File: config.mk
export PLATFORM = sky130hd
export DESIGN_NAME = complex_divider
export DESIGN_NICKNAME = d
export VERILOG_FILES = /design/src/rtl/cdiv_pkg.sv /design/src/rtl/cdiv_udiv_step.sv /design/src/rtl/complex_divider.sv
export SDC_FILE = /design/constraint.sdc
export NUM_CORES = 2
export LEC_CHECK = 0
export BUFFER_PORTS_ARGS = -buffer_cell sky130_fd_sc_hd__clkbuf_2
export CELL_PAD_IN_SITES_DETAIL_PLACEMENT = 2
export CELL_PAD_IN_SITES_GLOBAL_PLACEMENT = 2
export CORE_ASPECT_RATIO = 0.9
export CORE_MARGIN = 2
export CORE_UTILIZATION = 38
export DETAILED_ROUTE_END_ITERATION = 12
export PLACE_DENSITY_LB_ADDON = 0.3
export SLEW_MARGIN = 20
export SYNTH_ARGS = -nofsm -noshare
export SYNTH_HDL_FRONTEND = slang
export SYNTH_SLANG_ARGS = --single-unit
File: constraint.sdc
create_clock -name clk -period 6.95 [get_ports clk]
set_clock_uncertainty 0.2 [all_clocks]
set_input_delay 0.695 -clock clk [delete_from_list [all_inputs] [get_ports clk]]
set_output_delay 0.695 -clock clk [all_outputs]
set_load 0.02 [all_outputs]
File: src/rtl/cdiv_pkg.sv
// Shared types and width helpers for the sequential complex divider.
package cdiv_pkg;

    localparam int CDIV_W = 8;

    // Numerator needs 3W+1 signed bits, denominator 2W+1 unsigned bits.
    function automatic int num_width(input int w);
        return 3 * w + 1;
    endfunction

    function automatic int den_width(input int w);
        return 2 * w + 1;
    endfunction

    // Iteration counter must hold 3W (loaded value) and fit 3W+2 codes.
    function automatic int cnt_width(input int w);
        return $clog2(3 * w + 2);
    endfunction

    localparam int CDIV_NW = num_width(CDIV_W);
    localparam int CDIV_DW = den_width(CDIV_W);
    localparam int CDIV_CW = cnt_width(CDIV_W);

    typedef enum logic [2:0] {
        IDLE = 3'd0,
        MUL  = 3'd1,
        DIV  = 3'd2,
        FIX  = 3'd3,
        DONE = 3'd4
    } state_t;

endpackage

File: src/rtl/cdiv_udiv_step.sv
// One restoring-division iteration. quo holds the not-yet-consumed
// dividend bits in its upper part and the quotient bits built so far in
// its lower part; each step consumes the MSB and appends one quotient bit.
module cdiv_udiv_step #(
    parameter int NW = 25,
    parameter int DW = 17
) (
    input  logic [DW-1:0] rem,
    input  logic [NW-1:0] quo,
    input  logic [DW-1:0] den,
    output logic [DW-1:0] rem_next,
    output logic [NW-1:0] quo_next
);

    logic [DW:0] trial;
    logic        fits;

    // Shift in the next dividend bit, subtract when the trial remainder covers den.
    always_comb begin
        trial    = {rem, quo[NW-1]};
        fits     = (trial >= {1'b0, den});
        rem_next = fits ? DW'(trial - {1'b0, den}) : trial[DW-1:0];
        quo_next = {quo[NW-2:0], fits};
    end

endmodule

File: src/rtl/complex_divider.sv
// Sequential complex divider: quotient = dividend / divisor, truncated
// toward zero and saturated to W-bit parts. Fixed latency of 3W+3 cycles
// from the accept edge to out_valid.
//
//  state | meaning
//  IDLE  | ready for operands
//  MUL   | form numerators, denominator and numerator signs
//  DIV   | 3W+1 restoring iterations on both magnitudes
//  FIX   | reapply signs, saturate, register result and flags
//  DONE  | result valid, waiting for out_ready
module complex_divider
    import cdiv_pkg::*;
#(
    parameter int W = CDIV_W
) (
    input  logic           clk,
    input  logic           rst_n,
    input  logic           in_valid,
    output logic           in_ready,
    input  logic [4*W-1:0] dividend,
    input  logic [2*W-1:0] divisor,
    output logic           out_valid,
    input  logic           out_ready,
    output logic [2*W-1:0] quotient,
    output logic           div_by_zero,
    output logic           saturated
);

    localparam int NW = num_width(W);
    localparam int DW = den_width(W);
    localparam int CW = cnt_width(W);

    localparam logic signed [NW:0] Q_MAX = (NW+1)'((1 << (W-1)) - 1);
    localparam logic signed [NW:0] Q_MIN = -Q_MAX - 1;

    state_t state, state_next;

    logic signed [2*W-1:0] p_re, p_im;
    logic signed [W-1:0]   d_re, d_im;

    logic signed [NW-1:0]  n_re_c, n_im_c;
    logic [DW-1:0]         den_c;

    logic [NW-1:0]         quo_re, quo_im, quo_re_next, quo_im_next;
    logic [DW-1:0]         rem_re, rem_im, rem_re_next, rem_im_next;
    logic [DW-1:0]         den;
    logic                  neg_re, neg_im;
    logic [CW-1:0]         cnt;

    logic signed [NW:0]    q_re_s, q_im_s;
    logic [W-1:0]          q_re_sat, q_im_sat;
    logic                  clip_re, clip_im;

    // Clip a signed quotient part into the W-bit two's-complement range.
    function automatic logic [W:0] sat_part(input logic signed [NW:0] v);
        if (v > Q_MAX)
            return {1'b1, Q_MAX[W-1:0]};
        else if (v < Q_MIN)
            return {1'b1, Q_MIN[W-1:0]};
        else
            return {1'b0, v[W-1:0]};
    endfunction

    cdiv_udiv_step #(.NW(NW), .DW(DW)) u_step_re (
        .rem      (rem_re),
        .quo      (quo_re),
        .den      (den),
        .rem_next (rem_re_next),
        .quo_next (quo_re_next)
    );

    cdiv_udiv_step #(.NW(NW), .DW(DW)) u_step_im (
        .rem      (rem_im),
        .quo      (quo_im),
        .den      (den),
        .rem_next (rem_im_next),
        .quo_next (quo_im_next)
    );

    // Complex numerator (dividend times conjugate divisor) and squared magnitude.
    always_comb begin
        n_re_c = NW'(p_re) * NW'(d_re) + NW'(p_im) * NW'(d_im);
        n_im_c = NW'(p_im) * NW'(d_re) - NW'(p_re) * NW'(d_im);
        den_c  = DW'(d_re) * DW'(d_re) + DW'(d_im) * DW'(d_im);
    end

    // Sign restoration and saturation of the unsigned quotients.
    always_comb begin
        q_re_s = neg_re ? -$signed({1'b0, quo_re}) : $signed({1'b0, quo_re});
        q_im_s = neg_im ? -$signed({1'b0, quo_im}) : $signed({1'b0, quo_im});
        {clip_re, q_re_sat} = sat_part(q_re_s);
        {clip_im, q_im_sat} = sat_part(q_im_s);
    end

    // State register.
    always_ff @(posedge clk or negedge rst_n) begin
        if (!rst_n)
            state <= IDLE;
        else
            state <= state_next;
    end

    // Next-state and handshake outputs.
    always_comb begin
        state_next = state;
        in_ready   = 1'b0;
        out_valid  = 1'b0;
        case (state)
            IDLE: begin
                in_ready = 1'b1;
                if (in_valid)
                    state_next = MUL;
            end
            MUL:  state_next = DIV;
            DIV: begin
                if (cnt == '0)
                    state_next = FIX;
            end
            FIX:  state_next = DONE;
            DONE: begin
                out_valid = 1'b1;
                if (out_ready)
                    state_next = IDLE;
            end
            default: state_next = IDLE;
        endcase
    end

    // Datapath: operand capture, setup, iteration and result registers.
    always_ff @(posedge clk or negedge rst_n) begin
        if (!rst_n) begin
            p_re        <= '0;
            p_im        <= '0;
            d_re        <= '0;
            d_im        <= '0;
            quo_re      <= '0;
            quo_im      <= '0;
            rem_re      <= '0;
            rem_im      <= '0;
            den         <= '0;
            neg_re      <= 1'b0;
            neg_im      <= 1'b0;
            cnt         <= '0;
            quotient    <= '0;
            div_by_zero <= 1'b0;
            saturated   <= 1'b0;
        end else begin
            case (state)
                IDLE: begin
                    if (in_valid) begin
                        p_re <= dividend[4*W-1:2*W];
                        p_im <= dividend[2*W-1:0];
                        d_re <= divisor[2*W-1:W];
                        d_im <= divisor[W-1:0];
                    end
                end
                MUL: begin
                    neg_re <= n_re_c[NW-1];
                    neg_im <= n_im_c[NW-1];
                    quo_re <= n_re_c[NW-1] ? $unsigned(-n_re_c) : $unsigned(n_re_c);
                    quo_im <= n_im_c[NW-1] ? $unsigned(-n_im_c) : $unsigned(n_im_c);
                    den    <= den_c;
                    rem_re <= '0;
                    rem_im <= '0;
                    cnt    <= CW'(NW - 1);
                end
                DIV: begin
                    quo_re <= quo_re_next;
                    quo_im <= quo_im_next;
                    rem_re <= rem_re_next;
                    rem_im <= rem_im_next;
                    cnt    <= cnt - 1'b1;
                end
                FIX: begin
                    // A zero denominator leaves garbage in quo; report zero instead.
                    if (den == '0) begin
                        quotient    <= '0;
                        div_by_zero <= 1'b1;
                        saturated   <= 1'b0;
                    end else begin
                        quotient    <= {q_re_sat, q_im_sat};
                        div_by_zero <= 1'b0;
                        saturated   <= clip_re | clip_im;
                    end
                end
                default: ;
            endcase
        end
    end

endmodule

---- After elaboration in Yosys (flattened, before gate mapping) ----
Index checks and enable logic that the tools add are counted.
word-level totals
  register bits after elaboration ......... 177
  input bits .............................. 52
  output and inout port bits .............. 20
  word-level logic and storage cells ...... 76
cells by class
  add/sub/neg operators ................... 10
  multiply operators ...................... 6
  order comparisons ....................... 6
  eq/ne operators ......................... 7
  muxes and demuxes ....................... 24
  bitwise logic cells ..................... 1
  reduce and logical (&&, ||, !) cells .... 6
operators by type and width
  cell                                                            count
  one-hot mux 25 bit (2 select lines)                             2
  multiplier 16 x 8 -> 24 bit                                     4
  one-hot mux 17 bit (2 select lines)                             2
  greater-than comparator 26 x 8 -> 1 bit, second input constant  2
  < comparator 26 x 8 -> 1 bit, second input constant             2
  2-to-1 mux 26 bit                                               2
  negator 25 -> 26 bit                                            2
  2-to-1 mux 25 bit                                               2
  negator 25 bit                                                  2
  >= comparator 18 x 17 -> 1 bit                                  2
  2-to-1 mux 9 bit                                                4
  2-to-1 mux 17 bit                                               2
  subtractor 17 bit                                               2
  multiplier 8 x 8 -> 16 bit                                      2
  adder 24 x 24 -> 25 bit                                         1
  subtractor 24 x 24 -> 25 bit                                    1
  adder 16 x 16 -> 17 bit                                         1
  logical NOT 17 bit                                              1
  2-to-1 mux 16 bit                                               1
  one-hot mux 3 bit (5 select lines)                              1
  one-hot mux 5 bit (2 select lines)                              1
  2-to-1 mux 3 bit                                                3
  == test 3 x 2 -> 1 bit, second input constant                   2
  != test 2 bit, second input constant                            3
  other kinds (10)                                                13

---- Longest topological paths before layout ----
  depth after elaboration ................. 7
  mapped depth ............................ 29
  depth with buffers taken out ............ 24

---- By module ----
From an unflattened synthesis, not the netlist that was laid out.
second synthesis, totals
  cells, all modules ...................... 3960
  area, all modules ....................... 35860.6 sq um
by module, submodules not included
  module           times used  cells an instance  area an instance (sq um)  sequential area each (sq um)
  complex_divider  1           3606               33120.5                   4429.2
  cdiv_udiv_step   2           177                1370.1                    0.0

---- Least setup slack after synthesis ----
No wires, ideal clock.
  kind .................................... reg-to-reg
  from .................................... register d_re[7]
  to ...................................... register quo_im[21]
  library setup time ...................... 133 ps
  arrival ................................. 7230 ps
  required time ........................... 6617 ps
  slack ................................... -613 ps
  cell stages (with the launch flop) ...... 26
  buffers on the path ..................... 2
  period minus slack after synthesis ...... 7563 ps
  cell sequence ........................... dfrtp_1 > inv_1 > clkbuf_1 > nor2_1 > fa_1 > inv_1 > fa_1 > fa_1 > inv_1 > fa_1 > fa_1 > inv_1 > fa_1 > inv_1 > ha_1 > o21a_1 > o21ai_0 > a2111oi_0 > o21ai_0 > a311oi_1 > mux2i_1 > nand3_1 > clkbuf_1 > a31oi_1 > xor2_1 > o21ai_0
on the way
  cells in the longest elaborated chain, start to end .. 5
ends and longest elaborated chain
  element                                  RTL line                text
  from (decl)                              complex_divider.sv:39   logic signed [W-1:0] d_re, d_im;
  from (signal assigned)                   complex_divider.sv:153  d_re <= divisor[2*W-1:W];
  multiplier 16 x 8 -> 24 bit (*)          complex_divider.sv:83   n_im_c = NW'(p_im) * NW'(d_re) - NW'(p_re) * NW'(d_im);
  subtractor 24 x 24 -> 25 bit (*)         complex_divider.sv:83
  negator 25 bit                           complex_divider.sv:161  quo_im <= n_im_c[NW-1] ? $unsigned(-n_im_c) : $unsigned(n_im_c);
  2-to-1 mux 25 bit (*)                    complex_divider.sv:161
  one-hot mux 25 bit (2 select lines) (*)  complex_divider.sv:148  case (state)
  to (signal assigned)                     complex_divider.sv:161
  to (signal assigned)                     complex_divider.sv:169  quo_im <= quo_im_next;
  to (decl)                                complex_divider.sv:44   logic [NW-1:0] quo_re, quo_im, quo_re_next, quo_im_next;
Mark *: on every way between the ends. The rest lies on a longest branch, timed or not.
A chain may end at the register's enable or synchronous reset.

---- Final worst setup path ----
  from .................................... register d_re[3]
  to ...................................... register quo_re[24]
on the way
  cells in the longest elaborated chain, start to end .. 5
ends and longest elaborated chain
  element                                  RTL line                text
  multiplier 16 x 8 -> 24 bit (*)          complex_divider.sv:82   n_re_c = NW'(p_re) * NW'(d_re) + NW'(p_im) * NW'(d_im);
  adder 24 x 24 -> 25 bit (*)              complex_divider.sv:82
  negator 25 bit                           complex_divider.sv:160  quo_re <= n_re_c[NW-1] ? $unsigned(-n_re_c) : $unsigned(n_re_c);
  2-to-1 mux 25 bit (*)                    complex_divider.sv:160
  one-hot mux 25 bit (2 select lines) (*)  complex_divider.sv:148
  to (signal assigned)                     complex_divider.sv:160
  to (signal assigned)                     complex_divider.sv:168  quo_re <= quo_re_next;
  to (decl)                                complex_divider.sv:44
Marked as above.

==> results.toml <==
[logic_synthesis]
syn_area_um2 = 35100
ys_warn_count = 0
synth-main-ff-cell = "dfrtp_1"
syn_area_per_cell_um2 = 8.92
synth_edf_count = 0
ys_seq_elements = 177
synthArstFlopShare_pct = 100
syn_nets = 4863
synthCells = 3939
ys_seq_area_share_pct = 12.6
synth.distinct_cells = 78

[drt]
dr_wl_met3_mm = 18.6
post_drt_wl_per_cell_um = 37.3
totalWireLength_mm = 208
firstDrtPassIters = 5
first_iter_violations = 2752
viasPerCell = 6.17
wl_met2_mm = 98.1
num_vias = 34500
antenna_left = 0
post-route-drc-count = 0
routedLengthMet1_mm = 67.4
dr.max_layer_used = "met5"

[clock_tree]
cts-root-buf = "clkbuf_16"
h-tree-depth = 4
clk_latency_ps = 590
max-clock-path-buffers = 2
tritoncts = "done"
cts_sinks = 177
numCtsBuffers = 17
clk_pin_slew_ps = 140

[run_status]
run_status = "finished with violations"
violations = "setup timing"

[timing]
maxSlewViolCount = 0
relSlewSlack_pct = 22.0
max_freq_ghz = 0.117
rsz0062_at_grt = "yes"
tightest_slew_ps = 1160
finalCritPeriodShare_pct = 123
period_minus_slack_ps = 8530
hold_viol = 0
setup_viol = 51
setup_ws_ps = -1580

[worst_setup_path]
crit_path_max_incr_delay_ps = 880
endpoint_kind = "register"
crit_path_top_delay_cell = "fa_1"
r2r-start = "d_re[3]$_DFFE_PN0P_"
startpoint = "d_re[3]$_DFFE_PN0P_"
path_class = "reg -> reg"
critPathArrivalTime_ps = 8740
critPathLaunchType = "register"
cp.required_ps = 7160
cp_max_fo = 5
cpMostUsedCell = "fa_1"

[place]
port_buffers = 71
dpl.hpwl_mm = 113
place.gp.congestion = 0.875
dp_cells = 5414

[min_path]
worstHoldPathType = "in -> reg"
hold_path_startpoint = "dividend[14]"

[cells_and_area]
syn_to_final_growth_pct = 25.3
fillers = 9710
layout-drive-gt1-share_pct = 25.3
seq_area_um2 = 4470
final_common_cell = "inv_1"
nets = 5259
multi_input_area_um2 = 29400
mostFrequentLayoutCells = "inv_1, fa_1, buf_4"
stdcell_count = 5583

[floorplanning]
rows = 105
coreArea_um2 = 91400
die-area_um2 = 95000
die_h_um = 293
io_pins = 72
die_x_um = 325
initial_core_util_pct = 38.4

[global_route]
overflow = 0
grt_pass1_wl_mm = 255
grt_max_degree = 72
grt_pass1_vias = 38600
grt_usage_pct = 36.3
antenna_found_initial = 16

[run]
drv_cap = 0
registers in the layout, summed over array words and instances, names as in the netlist:
register and flops:
quo_im 25, quo_re 25, den 17, rem_im 17, rem_re 17, p_im 16
p_re 16, quotient 16, d_im 8, d_re 8, cnt 5, state 3
div_by_zero 1, neg_im 1, neg_re 1, saturated 1
cells by family after synthesis:
kind of cell	share of synthesized area, %
AO/OA/AOI/OAI	9.93
XOR/XNOR	4.26
adder cells (fa/ha/maj)	44.5
buffers and inverters	10.6
flip-flops	12.6
multiplexers	2.38
AND/OR/NAND/NOR	15.8
through the flow:
stage          setup WS, ps  utilization (%)  hold slack (ps)  cell area [um^2]  TNS [ps]
6_report              -1580             48.2              127             44000    -49820
5_1_grt               -1660             48.2              138             44000    -54430
4_1_cts                -283             45.8              137             41900     -5380
3_5_place_dp           -548             43.2              265             39500    -18250
3_3_place_gp           -328             43.2              263             39500     -6040
2_1_floorplan          9.17                -              199             35200         0
area by class of cell:
cell class                 count  area share, %
clock inverter                15          0.503
multi-input combinational   2774           66.8
timing repair buffer         571           11.3
tap                         1230           3.49
antenna                        5         0.0284
inverter                     794           6.78
sequential                   177           10.1
clock buffer                  17          0.966
critical path, delay by kind of cell (launching register included):
kind	cells	cell delay [ps]
adder cells (fa/ha/maj)	7	3940
AO/OA/AOI/OAI	5	1010
XOR/XNOR	1	290
buffers and inverters	11	1390
AND/OR/NAND/NOR	5	890
flip-flops	1	610
Yosys cell counts (all sizes together) (18+ instances only):
library cell | number | area, um^2
nand2 | 389 | 1460
a21oi | 106 | 531
inv | 794 | 2980
nor4 | 20 | 125
or3 | 18 | 113
a22oi | 48 | 360
xor2 | 53 | 464
and2 | 280 | 1750
mux2i | 34 | 340
mux2 | 44 | 495
nor2b | 23 | 151
ha | 243 | 3040
nor3 | 45 | 225
nand2b | 53 | 332
o21ai | 187 | 936
dfrtp | 177 | 4430
xnor2 | 118 | 1030
fa | 629 | 12600
o31ai | 24 | 180
nor2 | 159 | 599
nand4 | 20 | 125
nand3 | 33 | 165
a21o | 22 | 165
clkbuf | 186 | 699
per-layer routing:
layer,vias to the layer above,GRT usage [%]
li1,13100,-
met1,17700,38.3
met2,2347,64.6
met3,1328,7.33
met4,8,26.3
met5,-,0
timing repair:
item / in CTS / in global routing
hold endpoints to repair: 61 / 0
setup endpoints to repair: 51 / 54
setup buffers: 71 / 56
pin swaps: 150 / 195
hold buffers: 1 / 0
gates resized for setup: 293 / 405
gates cloned: 5 / 3
path summary, 6_finish.rpt:
path	end	slack, ps	cells after the start
worst max-delay path	quo_re[24]$_DFFE_PN0P_	-1580	29
worst min register to register	saturated$_DFFE_PN0P_	290	1
worst min-delay path	p_im[14]$_DFFE_PN0P_	130	2
worst max register to register	quo_re[24]$_DFFE_PN0P_	-1580	29
max in group asynchronous	quo_re[22]$_DFFE_PN0P_	4580	3
min in group asynchronous	den[10]$_DFFE_PN0P_	490	2
Power is not shown: default switching activity piles up to over one toggle a cycle in this logic, so the estimate is an artifact.
